`config.mk`:
```
export PLATFORM = sky130hd
export DESIGN_NAME = adc_sample_ctrl
export DESIGN_NICKNAME = d
export VERILOG_FILES = /design/src/rtl/adc_sample_ctrl.sv
export SDC_FILE = /design/constraint.sdc
export NUM_CORES = 1
export LEC_CHECK = 0
export CAP_MARGIN = 20
export CORE_MARGIN = 1.5
export CORE_UTILIZATION = 34
export CTS_CLUSTER_SIZE = 14
export DETAILED_ROUTE_END_ITERATION = 8
export SLEW_MARGIN = 20
export SYNTH_ARGS = -nofsm -noshare
export SYNTH_HDL_FRONTEND = slang
export SYNTH_SLANG_ARGS = --single-unit
```
`constraint.sdc`:
```
create_clock -name clk -period 3.5 [get_ports clk]
set_clock_uncertainty 0.05 [all_clocks]
set_input_delay 0.525 -clock clk [delete_from_list [all_inputs] [get_ports clk]]
set_output_delay 0.525 -clock clk [all_outputs]
set_load 0.03 [all_outputs]
```
`src/rtl/adc_sample_ctrl.sv`:
```
// ============================================================================
// Module   : adc_sample_ctrl
// Purpose  : Paced WR/INTR/RD sequencer for an 8-bit parallel ADC that
//            averages 2^AVG_LOG2 conversions into one output word.
// Revision : 1.0  initial release
// ============================================================================
`default_nettype none

module adc_sample_ctrl #(
  parameter int DIV       = 1000,
  parameter int WR_CYCLES = 4,
  parameter int RD_CYCLES = 4,
  parameter int TIMEOUT   = 2048,
  parameter int AVG_LOG2  = 2
) (
  input  logic       clk,
  input  logic       rst,
  input  logic       en,
  input  logic [7:0] adc_db,
  input  logic       intr_n,
  output logic       cs_n,
  output logic       wr_n,
  output logic       rd_n,
  output logic [7:0] adc_data,
  output logic       data_valid,
  output logic       timeout
);

  localparam int c_tmr_w  = (DIV > 1) ? $clog2(DIV) : 1;
  localparam int c_ph_max = (TIMEOUT > WR_CYCLES)
                          ? ((TIMEOUT > RD_CYCLES) ? TIMEOUT : RD_CYCLES)
                          : ((WR_CYCLES > RD_CYCLES) ? WR_CYCLES : RD_CYCLES);
  localparam int c_cnt_w  = $clog2(c_ph_max + 1);
  localparam int c_acc_w  = 8 + AVG_LOG2;
  localparam int c_num_w  = AVG_LOG2 + 1;

  localparam logic [c_tmr_w-1:0] c_div_last = c_tmr_w'(DIV - 1);
  localparam logic [c_cnt_w-1:0] c_wr_last  = c_cnt_w'(WR_CYCLES - 1);
  localparam logic [c_cnt_w-1:0] c_rd_last  = c_cnt_w'(RD_CYCLES - 1);
  localparam logic [c_cnt_w-1:0] c_to_last  = c_cnt_w'(TIMEOUT - 1);
  localparam logic [c_num_w-1:0] c_avg_n    = c_num_w'(1 << AVG_LOG2);

  typedef enum logic [2:0] {
    S_IDLE  = 3'd0,
    S_START = 3'd1,
    S_WAIT  = 3'd2,
    S_READ  = 3'd3,
    S_ACCUM = 3'd4
  } state_t;

  state_t               state_q, state_d;
  logic [c_tmr_w-1:0]   timer_q, timer_d;
  logic [c_cnt_w-1:0]   cnt_q, cnt_d;
  logic [7:0]           sample_q, sample_d;
  logic [c_acc_w-1:0]   acc_q, acc_d;
  logic [c_num_w-1:0]   num_q, num_d;
  logic [7:0]           adc_data_q, adc_data_d;
  logic                 data_valid_q, data_valid_d;
  logic                 timeout_q, timeout_d;
  logic                 cs_n_q, cs_n_d;
  logic                 wr_n_q, wr_n_d;
  logic                 rd_n_q, rd_n_d;
  logic                 intr_s1_q, intr_s2_q;

  logic                 tick;
  logic [c_acc_w-1:0]   acc_sum;
  logic [c_num_w-1:0]   num_next;

  // The timer runs independently of the FSM; ticks outside IDLE are simply lost.
  assign tick = en && (timer_q == c_div_last);

  always_comb begin
    timer_d = timer_q;
    if (!en) begin
      timer_d = '0;
    end else if (timer_q == c_div_last) begin
      timer_d = '0;
    end else begin
      timer_d = timer_q + c_tmr_w'(1);
    end
  end

  assign acc_sum  = acc_q + c_acc_w'(sample_q);
  assign num_next = num_q + c_num_w'(1);

  always_comb begin
    state_d      = state_q;
    cnt_d        = cnt_q;
    sample_d     = sample_q;
    acc_d        = acc_q;
    num_d        = num_q;
    adc_data_d   = adc_data_q;
    data_valid_d = 1'b0;
    timeout_d    = 1'b0;

    case (state_q)
      S_IDLE: begin
        cnt_d = '0;
        if (tick) begin
          state_d = S_START;
        end
      end
      S_START: begin
        if (cnt_q == c_wr_last) begin
          state_d = S_WAIT;
          cnt_d   = '0;
        end else begin
          cnt_d = cnt_q + c_cnt_w'(1);
        end
      end
      S_WAIT: begin
        if (!intr_s2_q) begin
          state_d = S_READ;
          cnt_d   = '0;
        end else if (cnt_q == c_to_last) begin
          state_d   = S_IDLE;
          timeout_d = 1'b1;
          cnt_d     = '0;
        end else begin
          cnt_d = cnt_q + c_cnt_w'(1);
        end
      end
      S_READ: begin
        if (cnt_q == c_rd_last) begin
          sample_d = adc_db;
          state_d  = S_ACCUM;
          cnt_d    = '0;
        end else begin
          cnt_d = cnt_q + c_cnt_w'(1);
        end
      end
      S_ACCUM: begin
        state_d = S_IDLE;
        if (num_next == c_avg_n) begin
          adc_data_d   = 8'(acc_sum >> AVG_LOG2);
          data_valid_d = 1'b1;
          acc_d        = '0;
          num_d        = '0;
        end else begin
          acc_d = acc_sum;
          num_d = num_next;
        end
      end
      default: begin
        state_d = S_IDLE;
        cnt_d   = '0;
      end
    endcase

    // Strobes are registered from the next state so they line up with it.
    cs_n_d = !((state_d == S_START) || (state_d == S_WAIT) || (state_d == S_READ));
    wr_n_d = (state_d != S_START);
    rd_n_d = (state_d != S_READ);
  end

  always_ff @(posedge clk or posedge rst) begin
    if (rst) begin
      state_q      <= S_IDLE;
      timer_q      <= '0;
      cnt_q        <= '0;
      sample_q     <= '0;
      acc_q        <= '0;
      num_q        <= '0;
      adc_data_q   <= '0;
      data_valid_q <= 1'b0;
      timeout_q    <= 1'b0;
      cs_n_q       <= 1'b1;
      wr_n_q       <= 1'b1;
      rd_n_q       <= 1'b1;
      intr_s1_q    <= 1'b1;
      intr_s2_q    <= 1'b1;
    end else begin
      state_q      <= state_d;
      timer_q      <= timer_d;
      cnt_q        <= cnt_d;
      sample_q     <= sample_d;
      acc_q        <= acc_d;
      num_q        <= num_d;
      adc_data_q   <= adc_data_d;
      data_valid_q <= data_valid_d;
      timeout_q    <= timeout_d;
      cs_n_q       <= cs_n_d;
      wr_n_q       <= wr_n_d;
      rd_n_q       <= rd_n_d;
      intr_s1_q    <= intr_n;
      intr_s2_q    <= intr_s1_q;
    end
  end

  assign cs_n       = cs_n_q;
  assign wr_n       = wr_n_q;
  assign rd_n       = rd_n_q;
  assign adc_data   = adc_data_q;
  assign data_valid = data_valid_q;
  assign timeout    = timeout_q;

endmodule

`default_nettype wire

```
==> flow_summary.json, run 1 <==
{
  "cts_tree": "built",
  "cp_slowest_cell": "fa_1",
  "postRouteAntennaNets": 0,
  "syn_area_mm2": 0.003103,
  "routedWlPerCell_um": 13.68,
  "clock-root-buffer": "clkbuf_8",
  "yosys.area.top_type": "dfrtp_1",
  "hold_violations": 0,
  "syn_inst": 296,
  "numPortBuffers": 24,
  "critical_path_class": "flip-flop to flip-flop",
  "cts.repair.resized": 0,
  "finalCritPeriodShare_pct": 61.69,
  "hold-path-endpoint": "intr_s2_q",
  "viasPerCell": 5.087,
  "grt_pass1_vias": 2170,
  "swShare_pct": 21.64,
  "grt_util_all_layers_pct": 13.72,
  "internal_power_uw": 1054,
  "synth.yosys.seq_area_share_pct": 49.40,
  "p_total_uw": 1345,
  "worst-endpoint-required_ns": 3.67,
  "tightestPinTransition_ns": 0.5264,
  "slew_headroom_pct": 64.78,
  "cts.reportedPaths.clkPinSlew_ns": 0.07,
  "rr_worst_depth": 7,
  "path_cells": "ha_1, fa_1, a21oi_1, nor2_1, o21ai_0, nor4_1, a221o_1",
  "yosys.area_share.adder_pct": 5.887,
  "vias": 2233,
  "cp-start-kind": "flip-flop",
  "syn-num-nets": 322,
  "critPathArrivalTime_ns": 2.33,
  "drt_iter0_drc": 108,
  "cts.hold.buffers_added": 0,
  "hp-class": "flip-flop to flip-flop",
  "num_antenna_cells": 0,
  "die_w_um": 98.53,
  "synth-xor-area-share_pct": 5.927,
  "setup_viol": 0,
  "setup_tns_ns": 0,
  "ys_ff_latch": 61,
  "yosys_warnings": 0,
  "synth_top_area_share_pct": 45.16,
  "die_y_um": 98.53,
  "fmax_mhz": 463.2,
  "clock_tree.buffer_depth": 2,
  "min_from": "intr_s1_q",
  "ir_drop_mv": 0.1958,
  "outcome": "finished, final reports clean",
  "cts_setup_buffers": 0,
  "route.final.wire_length_mm": 6.005,
  "fin_crit_ns": 2.159,
  "rsz0062_at_grt": "no",
  "p_comb_share_pct": 2.6,
  "path_buf_inv": 0,
  "clock_latency_ns": 0.34,
  "power.leakage_uw": 0.001672,
  "rr_startpoint": "sample_q[0]",
  "synth_flop_cell": "dfrtp_1",
  "row_count": 34,
  "drive_above_1_share_pct": 10.88,
  "drc": 0,
  "ys_async_sr_fraction_pct": 100.0,
  "powerDensity_mw_per_mm2": 368.0,
  "r2r_end": "acc_q[8]",
  "grt_max_degree": 26,
  "synthMuxAreaShare_pct": 4.718,
  "synth_cell_types": 52,
  "switchingPower_uw": 291.0,
  "die_area_mm2": 0.009708,
  "numCtsBuffers": 9,
  "synth_top_family_by_area": "simple AND/OR/NAND/NOR gates",
  "crit_family": "compound AO/OA/AOI/OAI gates",
  "cts_max_level": 3,
  "hpwl_mm": 4.241,
  "place_congestion": 0.8178,
  "slowest_delay_ns": 0.41,
  "clockPowerShare_pct": 44.4,
  "worstHoldPathCells": 0,
  "power_frac_seq_pct": 53.0,
  "cp-end-kind": "flip-flop",
  "crit_fanout": 3,
  "finalNetCount": 352,
  "io_pins": 25,
  "synth_compound_area_share_pct": 11.57,
  "synth_edf_count": 0,
  "antenna_found_initial": 0,
  "dr.pass1.iters": 4,
  "maxCapViolations": 0,
  "yosys-top-cells-area": "dfrtp_1, ha_1, dfstp_2, xnor2_1, nand2_1",
  "grt_pass1_wl_mm": 10.54,
  "rrSetupSlack_ns": 1.34,
  "yosys.area_share.simple_pct": 20.24,
  "drv_slew": 0,
  "syn2layout_area_growth_pct": 17.74,
  "grt_overflow": 0,
  "cts.sinks": 61,
  "core_area_mm2": 0.008763,
  "syn_area_per_cell_um2": 10.48,
  "start_util_pct": 35.41
}
layout by cell type, fill, tap and decap left out, types with 5 or more instances in the layout:
cell type,count
nor2b_1,6
dfrtp_1,56
nand3_1,11
xor2_1,7
inv_1,6
nor4_1,5
nand3b_1,5
nor2_1,24
dfstp_2,5
a21oi_1,8
nand2_1,32
nor3_1,8
clkdlybuf4s50_1,24
mux2_2,5
ha_1,13
xnor2_1,14
mux2_1,8
o21ai_0,19
and3_1,5
a22o_1,5
clkbuf_8,9
cell type report:
| cell class | instances | area, um^2 |
|---|---|---|
| multi-input cells | 218 | 1500 |
| clock buffers | 12 | 135.1 |
| clock inverters | 4 | 50.05 |
| fillers | 846 | 5110 |
| well taps | 108 | 135.1 |
| flip-flops and latches | 61 | 1533 |
| repair buffers | 28 | 270.3 |
| inverters | 8 | 30.03 |
flip-flops by register name, summed over array words and instances (netlist names):
signal / flops
acc_q: 10
adc_data: 8
cnt_q: 12
cs_n: 1
data_valid: 1
intr_s1_q: 1
intr_s2_q: 1
num_q: 3
rd_n: 1
sample_q: 8
state_q: 3
timeout: 1
timer_q: 10
wr_n: 1
cell families (layout without fill, tap and decap cells):
logic type,count (synthesis),count (layout)
AOI/OAI and AO/OA,53,53
xor gates and xnor gates,21,21
adders and majority gates,14,14
buffers and inverters,17,52
DFF,61,61
muxes,13,13
and+or+nand+nor,117,117
power groups by stage:
stage	Clock, uW	Combinational (uW)	Sequential, uW
floorplan	0	16.2	725
global placement	0	36.0	726
detailed placement	0	36.4	726
CTS	620	36.5	713
global route	653	40.3	713
finish	597	34.6	713
cell usage after synthesis (2+ instances only):
| cell | instances |
|---|---|
| a211oi_1 | 2 |
| a21o_1 | 4 |
| a21oi_1 | 8 |
| a22o_1 | 5 |
| and2_1 | 2 |
| and3_1 | 5 |
| buf_1 | 2 |
| buf_2 | 4 |
| clkbuf_1 | 2 |
| dfrtp_1 | 56 |
| dfstp_2 | 5 |
| ha_1 | 13 |
| inv_1 | 7 |
| mux2_1 | 8 |
| mux2_2 | 5 |
| nand2_1 | 32 |
| nand2b_1 | 3 |
| nand3_1 | 11 |
| nand3b_1 | 5 |
| nand4_1 | 2 |
| nand4b_1 | 2 |
| nor2_1 | 24 |
| nor2b_1 | 6 |
| nor3_1 | 8 |
| nor4_1 | 5 |
| o21ai_0 | 19 |
| o21ai_1 | 3 |
| o22a_1 | 2 |
| o31ai_1 | 2 |
| or3_1 | 3 |
| xnor2_1 | 14 |
| xor2_1 | 7 |
how the worst max path moves through the flow:
stage	startpoint	end	slack (ns)	cells past startpoint
final	sample_q[0]	acc_q[8]	1.34	7
after global routing	acc_q[0]	acc_q[8]	1.16	7
after CTS	sample_q[0]	acc_q[8]	1.33	7
after detailed placement	sample_q[0]	acc_q[8]	1.34	7
after global placement	sample_q[0]	acc_q[8]	1.39	7
after floorplan	rst	acc_q[0]	1.42	1
metrics by stage:
step | instance area [um^2] | instances | utilization [%] | worst slack, ns | hold WS [ns]
final | 3654 | 439 | 41.69 | 1.341 | 0.3103
after global routing | 3654 | 439 | 41.69 | 1.163 | 0.3217
after CTS | 3654 | 439 | 41.69 | 1.328 | 0.3129
after detailed placement | 3468 | 423 | 39.58 | 1.338 | 0.3032
after global placement | 3468 | 423 | 39.58 | 1.390 | 0.2966
after floorplan | 3103 | 296 | - | 1.420 | 0.2952
routing by layer:
layer	global-route usage, %	part of all wire [%]
met4	6.826	2.0
met1	18.48	48
met2	20.86	46
met3	3.050	3.7
met5	0	0
(Power assumes the default switching activity.)
==> inputs of run 2 (changes only) <==
==> constraint.sdc (replaced) <==
create_clock -name clk -period 2 [get_ports clk]
set_clock_uncertainty 0.05 [all_clocks]
set_input_delay 0.3 -clock clk [delete_from_list [all_inputs] [get_ports clk]]
set_output_delay 0.3 -clock clk [all_outputs]
set_load 0.03 [all_outputs]
==> run 2 against run 1 <==
- core utilization rose by 2.3 points
- final cell count rose by 5.2%
- non-clock buffer count rose by 23
- critical path type unchanged
==> flow_summary.json, run 2 (synthesized netlist as in run 1, its figures left out) <==
{
  "outcome": "finished, final reports clean",
  "crit_family": "simple AND/OR/NAND/NOR gates",
  "grt_max_degree": 62,
  "top_regs": "cnt_q: 12 flops, acc_q: 10 flops, timer_q: 10 flops",
  "num_antenna_cells": 0,
  "cts_tree": "built",
  "die_w_um": 98.53,
  "slowest_delay_ns": 0.48,
  "place_congestion": 0.8070,
  "final_common_cell": "dfrtp_1",
  "crit_fanout": 8,
  "power.leakage_uw": 0.001784,
  "multiInputGateArea_mm2": 0.001536,
  "cts_max_level": 3,
  "row_count": 34,
  "cp_slowest_cell": "or4b_4",
  "numPortBuffers": 24,
  "clock_latency_ns": 0.33,
  "finalNetCount": 375,
  "cp-end-kind": "flip-flop",
  "clock-root-buffer": "clkbuf_8",
  "drv_slew": 0,
  "fmax_mhz": 502.6,
  "cp-start-kind": "flip-flop",
  "slew_headroom_pct": 68.06,
  "vias": 2282,
  "routedWlPerCell_um": 13.26,
  "dr.pass1.iters": 4,
  "hold_violations": 0,
  "core_area_mm2": 0.008763,
  "numCtsBuffers": 9,
  "cts.reportedPaths.clkPinSlew_ns": 0.07,
  "tightestPinTransition_ns": 0.4748,
  "p_total_uw": 2249,
  "cts.sinks": 61,
  "top_register": "cnt_q",
  "drt_iter0_drc": 94,
  "worst-endpoint-required_ns": 2.17,
  "final_area_mm2": 0.003859,
  "place_area_mm2": 0.003638,
  "syn2layout_area_growth_pct": 24.35,
  "io_pins": 25,
  "clock_tree.buffer_depth": 2,
  "die_y_um": 98.53,
  "maxCapViolations": 0,
  "route.final.wire_length_mm": 6.124,
  "path_cells": "ha_2, or4b_4, nand3b_4, nor2_8, mux2_1",
  "path_buf_inv": 0,
  "fin_crit_ns": 1.989,
  "fillers": 857,
  "drive_above_1_share_pct": 19.77,
  "grt_pass1_vias": 2231,
  "postLayoutCoreUtil_pct": 44.03,
  "viasPerCell": 4.939,
  "grt_pass1_wl_mm": 10.70,
  "antenna_found_initial": 0,
  "hp-class": "input pin to asynchronous set/reset pin",
  "critPathArrivalTime_ns": 2.16,
  "drc": 0,
  "grt_util_all_layers_pct": 13.84,
  "die_area_mm2": 0.009708,
  "largest_reg_flops": 12,
  "finalCritPeriodShare_pct": 99.47,
  "cts.hold.buffers_added": 0,
  "grt_overflow": 0,
  "final_cell_mix": "dfrtp_1, nand2_1, buf_4",
  "postRouteAntennaNets": 0,
  "rsz0062_at_grt": "yes",
  "critical_path_class": "flip-flop to flip-flop",
  "ir_drop_mv": 0.2861,
  "setup_viol": 0,
  "register_area_mm2": 0.001533,
  "hpwl_mm": 4.350,
  "powerDensity_mw_per_mm2": 582.7,
  "start_util_pct": 35.41
}
run 2: area by class of cell:
class,instances,share of cell area [%]
Multi-Input combinational cell,218,39.82
Sequential cell,61,39.72
Timing Repair Buffer,51,11.80
Tap cell,108,3.502
Clock buffer,11,3.405
Clock inverter,5,0.9728
Inverter,8,0.7782
run 2: path summary, 6_finish.rpt:
check	start	to	slack (ns)	depth (start not counted)
max	cnt_q[1]	sample_q[1]	0.01	5
min	rst	sample_q[4]	0.29	3
max reg2reg	cnt_q[1]	sample_q[1]	0.01	5
min reg2reg	intr_s1_q	intr_s2_q	0.31	0
max in group asynchronous	rst	rd_n	1.30	3
min in group clk	intr_s1_q	intr_s2_q	0.31	0
run 2: repair_timing:
| item | 4_1_cts | 5_1_grt |
|---|---|---|
| buffers inserted | 0 | 2 |
| gates resized for setup | 1 | 12 |
| setup endpoints to repair | 6 | 26 |
| pin swaps | 1 | 7 |
run 2: per-layer routing:
metal  vias up  global-route usage [%]  wire length [um]  part of all wire [%]
met5         -                       0                 0                     0
met4         0                   5.309               119                   1.9
met3        11                   3.759               238                   3.9
met2        33                   21.29              2751                    45
met1      1088                   18.66              3013                    49
li1       1150                       -                 -                     -
run 2: worst register-to-register path: cells and delay by family (launching register included):
kind	cells	cell delay [ns]
fa+ha+maj	1	0.18
flops	1	0.36
mux	1	0.34
simple gates	3	0.95
run 2: through the flow:
step | setup WS, ns | instances | hold slack, ns | setup TNS [ns]
after floorplan | 0.05102 | 296 | 0.2545 | 0
after global placement | 0.001370 | 444 | 0.2960 | 0
after detailed placement | -0.03597 | 444 | 0.2969 | -0.05017
after CTS | -0.03733 | 460 | 0.2916 | -0.07292
after global routing | -0.08755 | 462 | 0.3046 | -1.406
final | 0.01052 | 462 | 0.2909 | 0
run 2: power by group:
part / leakage, uW / switching (uW) / internal (uW)
registers: 0.000833 / 5.16 / 1240
clock network: 0.0000795 / 487 / 452
logic: 0.000871 / 34.7 / 28.2
total: 0.00178 / 526 / 1720
==> inputs of run 3 (changes only) <==
==> constraint.sdc (replaced) <==
create_clock -name clk -period 2.1 [get_ports clk]
set_clock_uncertainty 0.05 [all_clocks]
set_input_delay 0.315 -clock clk [delete_from_list [all_inputs] [get_ports clk]]
set_output_delay 0.315 -clock clk [all_outputs]
set_load 0.03 [all_outputs]
==> run 3 against run 2 <==
- core utilization decreased by 0.49 points
- routed wire length grew 1.3%
- worst setup slack gained 0.042 ns
- count of clock-buffer cells in the layout is 1 lower
- largest power group unchanged
- combinational power down 0.6%
- via count fell by 0.44%
- design area shrank 1.1%
- global-route usage is 0.27 points higher
- sequential power shrank 5%
- fmax shrank 2.8%
- clock power shrank 3.6%
- critical path depth stayed put
==> flow_summary.json, run 3 (synthesized netlist as in run 1, its figures left out) <==
{
  "outcome": "finished, final reports clean",
  "r2r_end": "sample_q[1]",
  "top_regs": "cnt_q: 12 flops, acc_q: 10 flops, timer_q: 10 flops",
  "largest_reg_flops": 12,
  "hold_violations": 0,
  "antenna_found_initial": 0,
  "final_cell_mix": "dfrtp_1, nand2_1, nor2_1, clkdlybuf4s50_1, buf_4",
  "die_area_mm2": 0.009708,
  "endpoint": "sample_q[1]",
  "postRouteAntennaNets": 0,
  "route.final.wire_length_mm": 6.206,
  "cts_max_level": 3,
  "worst-endpoint-required_ns": 2.27,
  "maxCapViolations": 0,
  "rr_worst_depth": 5,
  "slew_headroom_pct": 65.73,
  "setup_tns_ns": 0,
  "finalCritPeriodShare_pct": 97.51,
  "fin_crit_ns": 2.048,
  "numPortBuffers": 24,
  "top_register": "cnt_q",
  "drive_above_1_share_pct": 19.31,
  "grt_overflow": 0,
  "powerDensity_mw_per_mm2": 564.5,
  "io_pins": 25,
  "critPathArrivalTime_ns": 2.22,
  "row_count": 34,
  "die_w_um": 98.53,
  "grt_pass1_vias": 2280,
  "cp-startpoint": "cnt_q[0]",
  "drt_iter0_drc": 65,
  "die_y_um": 98.53,
  "drv_slew": 0,
  "clock-root-buffer": "clkbuf_8",
  "cts.hold.buffers_added": 0,
  "rrSetupSlack_ns": 0.05,
  "rr_startpoint": "cnt_q[0]",
  "power.leakage_uw": 0.001748,
  "rsz0062_at_grt": "yes",
  "core_area_mm2": 0.008763,
  "cts.reportedPaths.clkPinSlew_ns": 0.08,
  "cp-end-kind": "flip-flop",
  "clock_latency_ns": 0.34,
  "numCtsBuffers": 9,
  "num_antenna_cells": 0,
  "fin_ws_ns": 0.05234,
  "grt_max_degree": 41,
  "viasPerCell": 4.993,
  "clock_tree.buffer_depth": 2,
  "final_common_cell": "dfrtp_1",
  "crit_fanout": 8,
  "critical_path_class": "flip-flop to flip-flop",
  "grt_pass1_wl_mm": 10.84,
  "dr.pass1.iters": 4,
  "cts.sinks": 61,
  "cts_tree": "built",
  "ir_drop_mv": 0.2800,
  "tightestPinTransition_ns": 0.5093,
  "routedWlPerCell_um": 13.64,
  "vias": 2272,
  "hp-class": "input pin to asynchronous set/reset pin",
  "drc": 0,
  "start_util_pct": 35.41,
  "syn2layout_area_growth_pct": 22.98,
  "cp-start-kind": "flip-flop",
  "place_congestion": 0.8475,
  "place_ws_ns": 0.002097,
  "hpwl_mm": 4.423,
  "fillers": 852,
  "fmax_mhz": 488.4,
  "setup_viol": 0,
  "finalNetCount": 368,
  "grt_util_all_layers_pct": 14.11
}
-- run 3: cell count changes in the layout (fill, tap and decap cells not counted), moves of 2 or more --
cell      before  now
buf_4         26   19
mux2_1         7    1
mux2_4         1    7
clkinv_2       1    3
clkinv_4       2    0
o21ai_0       15   17
-- run 3: power by group --
part           switching [uW]  internal (uW)
clock                     479            425
sequential               4.75           1180
combinational            34.2           28.3
-- run 3: worst min-delay path by stage --
| stage | from | to | depth (start not counted) |
|---|---|---|---|
| finish | rst | sample_q[3] | 3 |
| global route | rst | adc_data[1] | 3 |
| CTS | rst | sample_q[3] | 3 |
| detailed placement | intr_s1_q | intr_s2_q | 0 |
| global placement | intr_s1_q | intr_s2_q | 0 |
| floorplan | intr_n | intr_s1_q | 0 |
-- run 3: final cells by class --
type | count | area (um^2) | share of cell area, %
repair buffers | 44 | 402.9 | 10.56
clock inverters | 6 | 38.79 | 1.016
inverters | 8 | 30.03 | 0.7869
multi-input cells | 218 | 1549 | 40.59
clock buffers | 10 | 127.6 | 3.344
flip-flops and latches | 61 | 1533 | 40.16
well taps | 108 | 135.1 | 3.541
-- run 3: per-stage QoR --
stage | area [um^2] | util (%) | total power, uW | hold slack [ns] | instances
after floorplan | 3103 | - | 1236 | 0.2695 | 296
after global placement | 3578 | 40.83 | 1274 | 0.2970 | 436
after detailed placement | 3578 | 40.83 | 1275 | 0.2978 | 436
after CTS | 3750 | 42.79 | 2185 | 0.2823 | 452
after global routing | 3816 | 43.55 | 2253 | 0.2887 | 455
final | 3816 | 43.55 | 2154 | 0.2760 | 455
-- run 3: repair_timing --
action                     in CTS  in global routing
gates resized for setup         2                 13
setup buffers                   0                  3
setup endpoints to repair       1                 25
pin swaps                       0                  3
-- run 3: metal layers --
metal	GRT usage (%)	vias to the layer above	part of all wire (%)
li1	-	1134	-
met1	19.00	1094	49
met2	21.60	32	46
met3	3.262	12	2.7
met4	6.609	0	2.4
met5	0	-	0
-- run 3: worst max-delay path: stages (launching register included) --
cell and delay, ns:
dfrtp_1 0.39, ha_2 0.19, or4b_4 0.48, nand3b_4 0.23, nor2_8 0.25, mux2_1 0.35
